<file path="src/rtl/store_write_buffer.sv">
// Store write buffer: FIFO of CPU stores draining to data memory, with youngest-match load forwarding.
// Define WB_COALESCE_EN to merge a store into a matching buffered entry instead of allocating a new one.
module store_write_buffer #(
   parameter int DEPTH  = 4,
   parameter int ADDR_W = 8,
   parameter int DATA_W = 32
) (
   input  logic              clk,
   input  logic              rst_n,
   input  logic              clk_enable,
   input  logic              i_write_enable,
   input  logic [ADDR_W-1:0] i_write_address,
   input  logic [DATA_W-1:0] i_write_data,
   input  logic [ADDR_W-1:0] i_read_address,
   output logic [DATA_W-1:0] o_read_data,
   output logic              o_fwd_hit,
   output logic              o_full,
   output logic              o_empty,
   output logic              o_overflow,
   output logic [ADDR_W-1:0] o_mem_read_address,
   input  logic [DATA_W-1:0] i_mem_read_data,
   output logic              o_mem_write_enable,
   output logic [ADDR_W-1:0] o_mem_write_address,
   output logic [DATA_W-1:0] o_mem_write_data,
   input  logic              i_mem_write_ready
);
   localparam int PW = (DEPTH > 1) ? $clog2(DEPTH) : 1;
   localparam int CW = $clog2(DEPTH + 1);

   logic [DEPTH-1:0]  valid_q, valid_d;
   logic [ADDR_W-1:0] addr_q [DEPTH];
   logic [DATA_W-1:0] data_q [DEPTH];
   logic [PW-1:0]     head_q, head_d, tail_q, tail_d;
   logic [CW-1:0]     count_q, count_d;
   logic              overflow_q, overflow_d;

   logic              pop, push, coalesce;
   logic [PW-1:0]     coal_idx, fwd_idx;
   logic              fwd_match;
   logic [DEPTH-1:0]  rd_match;
   logic [PW-1:0]     age_idx [DEPTH];

   assign o_empty    = (count_q == '0);
   assign o_full     = (count_q == CW'(DEPTH));
   assign o_overflow = overflow_q;

   assign o_mem_read_address  = i_read_address;
   assign o_mem_write_enable  = clk_enable && !o_empty;
   assign o_mem_write_address = o_empty ? '0 : addr_q[head_q];
   assign o_mem_write_data    = o_empty ? '0 : data_q[head_q];

   assign pop = o_mem_write_enable && i_mem_write_ready;

   // age_idx[k] is the slot k positions younger than the head, so scanning k upward ends on the youngest
   genvar gi;
   generate
      for (gi = 0; gi < DEPTH; gi++) begin : g_cmp
         assign age_idx[gi]  = head_q + PW'(gi);
         assign rd_match[gi] = valid_q[gi] && (addr_q[gi] == i_read_address);
      end
   endgenerate

   always_comb begin
      fwd_match = 1'b0;
      fwd_idx   = '0;
      for (int k = 0; k < DEPTH; k++) begin
         if (rd_match[age_idx[k]]) begin
            fwd_match = 1'b1;
            fwd_idx   = age_idx[k];
         end
      end
   end

   assign o_fwd_hit   = fwd_match;
   assign o_read_data = fwd_match ? data_q[fwd_idx] : i_mem_read_data;

`ifdef WB_COALESCE_EN
   logic [DEPTH-1:0] wr_match;
   logic             coal_hit;

   // The head slot leaving this cycle cannot absorb a store; it would be lost with the pop
   generate
      for (gi = 0; gi < DEPTH; gi++) begin : g_coal
         assign wr_match[gi] = valid_q[gi] && (addr_q[gi] == i_write_address)
                               && !(pop && (PW'(gi) == head_q));
      end
   endgenerate

   always_comb begin
      coal_hit = 1'b0;
      coal_idx = '0;
      for (int k = 0; k < DEPTH; k++) begin
         if (wr_match[age_idx[k]]) begin
            coal_hit = 1'b1;
            coal_idx = age_idx[k];
         end
      end
   end

   assign coalesce = clk_enable && i_write_enable && coal_hit;
`else
   assign coal_idx = '0;
   assign coalesce = 1'b0;
`endif

   assign push = clk_enable && i_write_enable && !coalesce && (!o_full || pop);

   always_comb begin
      valid_d    = valid_q;
      head_d     = head_q;
      tail_d     = tail_q;
      count_d    = count_q;
      overflow_d = overflow_q;
      if (pop) begin
         valid_d[head_q] = 1'b0;
         head_d          = head_q + PW'(1);
      end
      if (push) begin
         valid_d[tail_q] = 1'b1;
         tail_d          = tail_q + PW'(1);
      end
      case ({push, pop})
         2'b10:   count_d = count_q + CW'(1);
         2'b01:   count_d = count_q - CW'(1);
         default: count_d = count_q;
      endcase
      if (clk_enable && i_write_enable && o_full && !pop && !coalesce) begin
         overflow_d = 1'b1;
      end
   end

   always_ff @(posedge clk) begin
      if (!rst_n) begin
         valid_q    <= '0;
         head_q     <= '0;
         tail_q     <= '0;
         count_q    <= '0;
         overflow_q <= 1'b0;
      end else if (clk_enable) begin
         valid_q    <= valid_d;
         head_q     <= head_d;
         tail_q     <= tail_d;
         count_q    <= count_d;
         overflow_q <= overflow_d;
      end
   end

   // Payload needs no reset: valid bits alone decide what is visible
   always_ff @(posedge clk) begin
      if (push) begin
         addr_q[tail_q] <= i_write_address;
         data_q[tail_q] <= i_write_data;
      end else if (coalesce) begin
         data_q[coal_idx] <= i_write_data;
      end
   end

endmodule

</file>
<file path="config.mk">
export PLATFORM = sky130hd
export DESIGN_NAME = store_write_buffer
export DESIGN_NICKNAME = d
export VERILOG_FILES = /design/src/rtl/store_write_buffer.sv
export SDC_FILE = /design/constraint.sdc
export NUM_CORES = 1
export LEC_CHECK = 0
export ABC_AREA = 1
export CAP_MARGIN = 10
export CORE_MARGIN = 5
export CORE_UTILIZATION = 30
export DETAILED_ROUTE_END_ITERATION = 16
export PLACE_DENSITY_LB_ADDON = 0.25
export SYNTH_ARGS = -nofsm -noshare
export SYNTH_HDL_FRONTEND = slang
export SYNTH_SLANG_ARGS = --single-unit
</file>
<file path="constraint.sdc">
create_clock -name clk -period 3.81 [get_ports clk]
set_input_delay 0.9525 -clock clk [delete_from_list [all_inputs] [get_ports clk]]
set_output_delay 0.9525 -clock clk [all_outputs]
set_load 0.05 [all_outputs]
</file>
==> results.toml <==
[status]
status = "finished, violations left"
violations = "setup timing"

[synthesis]
synth.ff_latch_count = 174
syn_area_um2 = 9937
syn_area_per_cell_um2 = 8.443
ys_seq_area_frac = 0.5117
synthTopCellsByArea = "edfxtp_1 48%, nand2_1 11%, a21oi_1 6.8%, inv_1 6.7%, nand3_1 6.0%"
netlist.area_leader.share = 0.4835
syn_inst = 1177
yosys_warnings = 0
yosysTopAreaCell = "edfxtp_1"
synth.distinct_cells = 37
synth_nets = 1271

[power]
p_leak_nw = 6.427
pwr_density_cell_nw_per_um2 = 420.8
vdd_drop_max_uv = 301.1

[clock_network]
clock_tree.buffer_depth = 2
clkTransAtPathRegs_ps = 70
cts_tree = "yes"
h-tree-depth = 4
clkLatencyLatePin_ps = 420
cts_buffers = 17
cts.sinks = 174
ctsHoldBuffers = 0
cts-root-buf = "clkbuf_16"

[sta]
relSlewSlack = 0.5685
drv_slew = 0
rsz0062_at_grt = "true"
clock.fmax_mhz = 250.2
fin_worst_skew_ps = 7.623
finalHoldViolCount = 0
tightest_slew_ps = 647.3
min_period_ps = 3996
setup-violations-final = 32
setup_ws_ps = -186.4
post-route-period-util = 1.049

[finish]
antenna_cells = 0
drive_gt1_frac = 0.3274
final_cells = 1838
layout_common_cells = "209 x nand2_1, 173 x inv_1, 160 x edfxtp_1, 133 x a21oi_1, 106 x nand3_2"
final_area_um2 = 15000
fill_cells = 3053
area_growth_pct = 50.98
fin_nets = 1477
layout_commonest_cell = "nand2_1"

[job]
cap_viol_max_count = 0

[die]
fp.dieH_um = 192
pin_count = 170
coreArea_um2 = 32620
num_rows = 66
dieWidth_um = 192
start_util = 0.3046
die-area_um2 = 36860

[place]
dp_hpwl_mm = 20.07
placed_area_um2 = 12530
place_congestion = 0.8206
preCtsSetupSlack_ps = -716.4
dp.cells = 1768
portBuffers = 169

[grt]
antenna_found_initial = 1
grt_pass1_wl_mm = 49.79
grt-ovfl-total = 0
grt_max_degree = 55
grt_use_total = 0.1757
grt_pass1_vias = 8780

[route]
dr_total_vias = 8777
drt-wirelength-per-cell_um = 18.10
drc = 0
first_iter_violations = 521
ant_nets = 0
drt_first_pass_iters = 5
viasPerCell = 4.775
finalWirelength_mm = 33.27

[setup_path]
path_cells = "buf_8 -> buf_6 -> nand2_1 -> nand2_1 -> nor2_1 -> nand3_1 -> nor2_1 -> nand3_1 -> nand2_1 -> nand2_1 -> nand2_2 -> inv_2 -> nand2_4 -> nand2_8 -> buf_12 -> buf_16 -> nand3_2 -> nand3_2 -> nand2_2 -> nand2_2 -> nand2_2 -> buf_8"
startpoint_type = "primary input"
critPathMaxFanout = 6
cpMaxStageDelayCell = "buf_12"
cp.arrival_ps = 3040
cp_num_buf_inv = 6
cp-end-kind = "output pin"
required_ps = 2860
crit_type = "in -> out"
cp_slowest_stage_delay_ps = 180
crit_family = "simple AND/OR/NAND/NOR gates"

[hold_path]
min_path_type = "reg -> reg"
-- timing repair --
item                                    CTS  global route
gates cloned                             19             6
buffers inserted                         18             4
pin swaps                                57           122
gates resized for setup                 203           165
endpoints found under the setup margin   33            33
-- final cells by class --
class,count,area (µm²),share of cell area
inverter,192,745.7,0.04970
tap,442,553.0,0.03686
clock buffer,18,429.2,0.02860
clock inverter,14,113.9,0.007589
sequential,174,5087,0.3391
timing repair buffer,258,3540,0.2359
multi-input combinational,740,4534,0.3022
-- logic make-up after synthesis --
| logic type | count (synthesis) | synth area share |
|---|---|---|
| AOI/OAI and AO/OA | 233 | 0.1201 |
| xor gates and xnor gates | 4 | 0.003526 |
| adders and majority gates | 9 | 0.01209 |
| buffers and inverters | 263 | 0.1211 |
| DFF | 174 | 0.5117 |
| and+or+nand+nor | 494 | 0.2314 |
-- routing by layer --
metal  vias to the layer above  share of wire  global-route usage
met1                      4162           0.43              0.2327
met3                        30          0.064             0.03653
met2                       288           0.49              0.2970
met4                         2          0.013             0.03950
met5                         -        0.00021                   0
li1                       4295              -                   -
-- report_power, final --
part / leakage, nW / internal (mW) / switching, mW
Clock: 0.257 / 0.845 / 0.774
Sequential: 1.57 / 2.14 / 0.0333
Combinational: 4.60 / 1.03 / 1.49
-- metrics by stage --
| stage | setup TNS, ps | total power, mW | hold WS, ps | util |
|---|---|---|---|---|
| after floorplan | 0 | 3.387 | 439.3 | - |
| after global placement | -20930 | 4.212 | 443.9 | 0.3841 |
| after detailed placement | -21670 | 4.220 | 443.2 | 0.3841 |
| after CTS | -6073 | 6.252 | 453.8 | 0.4406 |
| after global routing | -10470 | 6.574 | 476.5 | 0.4600 |
| final | -4913 | 6.313 | 449.8 | 0.4600 |
-- worst reg2reg max path: stages (launching register included) --
cell     delay (ps)
dfxtp_1         440
nor3_4          120
buf_4           240
nor2_1          150
nand2_1         210
a21oi_2         380
nand2_1         170
inv_2            90
buf_4           360
-- Yosys cell counts (all sizes together) --
library cell and number:
a21boi 2, a21oi 136, a221oi 1, buf 47
clkbuf 24, clkinv 1, dfxtp 14, edfxtp 160
fa 1, ha 8, inv 191, nand2 306
nand3 155, nand4 1, nor2 27, nor3 3
o211ai 2, o21ai 92, or2 2, xnor2 1
xor2 3
-- final timing paths --
path / startpoint / endpoint / slack (ps) / depth (start not counted)
worst max-delay path: i_read_address[3] / o_read_data[31] / -190 / 22
worst min-delay path: o_overflow / o_overflow / 450 / 2
worst min register to register: o_overflow / o_overflow / 450 / 2
worst max register to register: count_q[0] / data_q[1][1] / 1260 / 8
-- sequential cells by signal, summed over array words and instances (netlist names), named ones only --
signal      count
head_q          2
count_q         3
addr_q         32
tail_q          2
data_q        128
o_overflow      1
valid_q         4
Power figures use the tool's default switching activity.
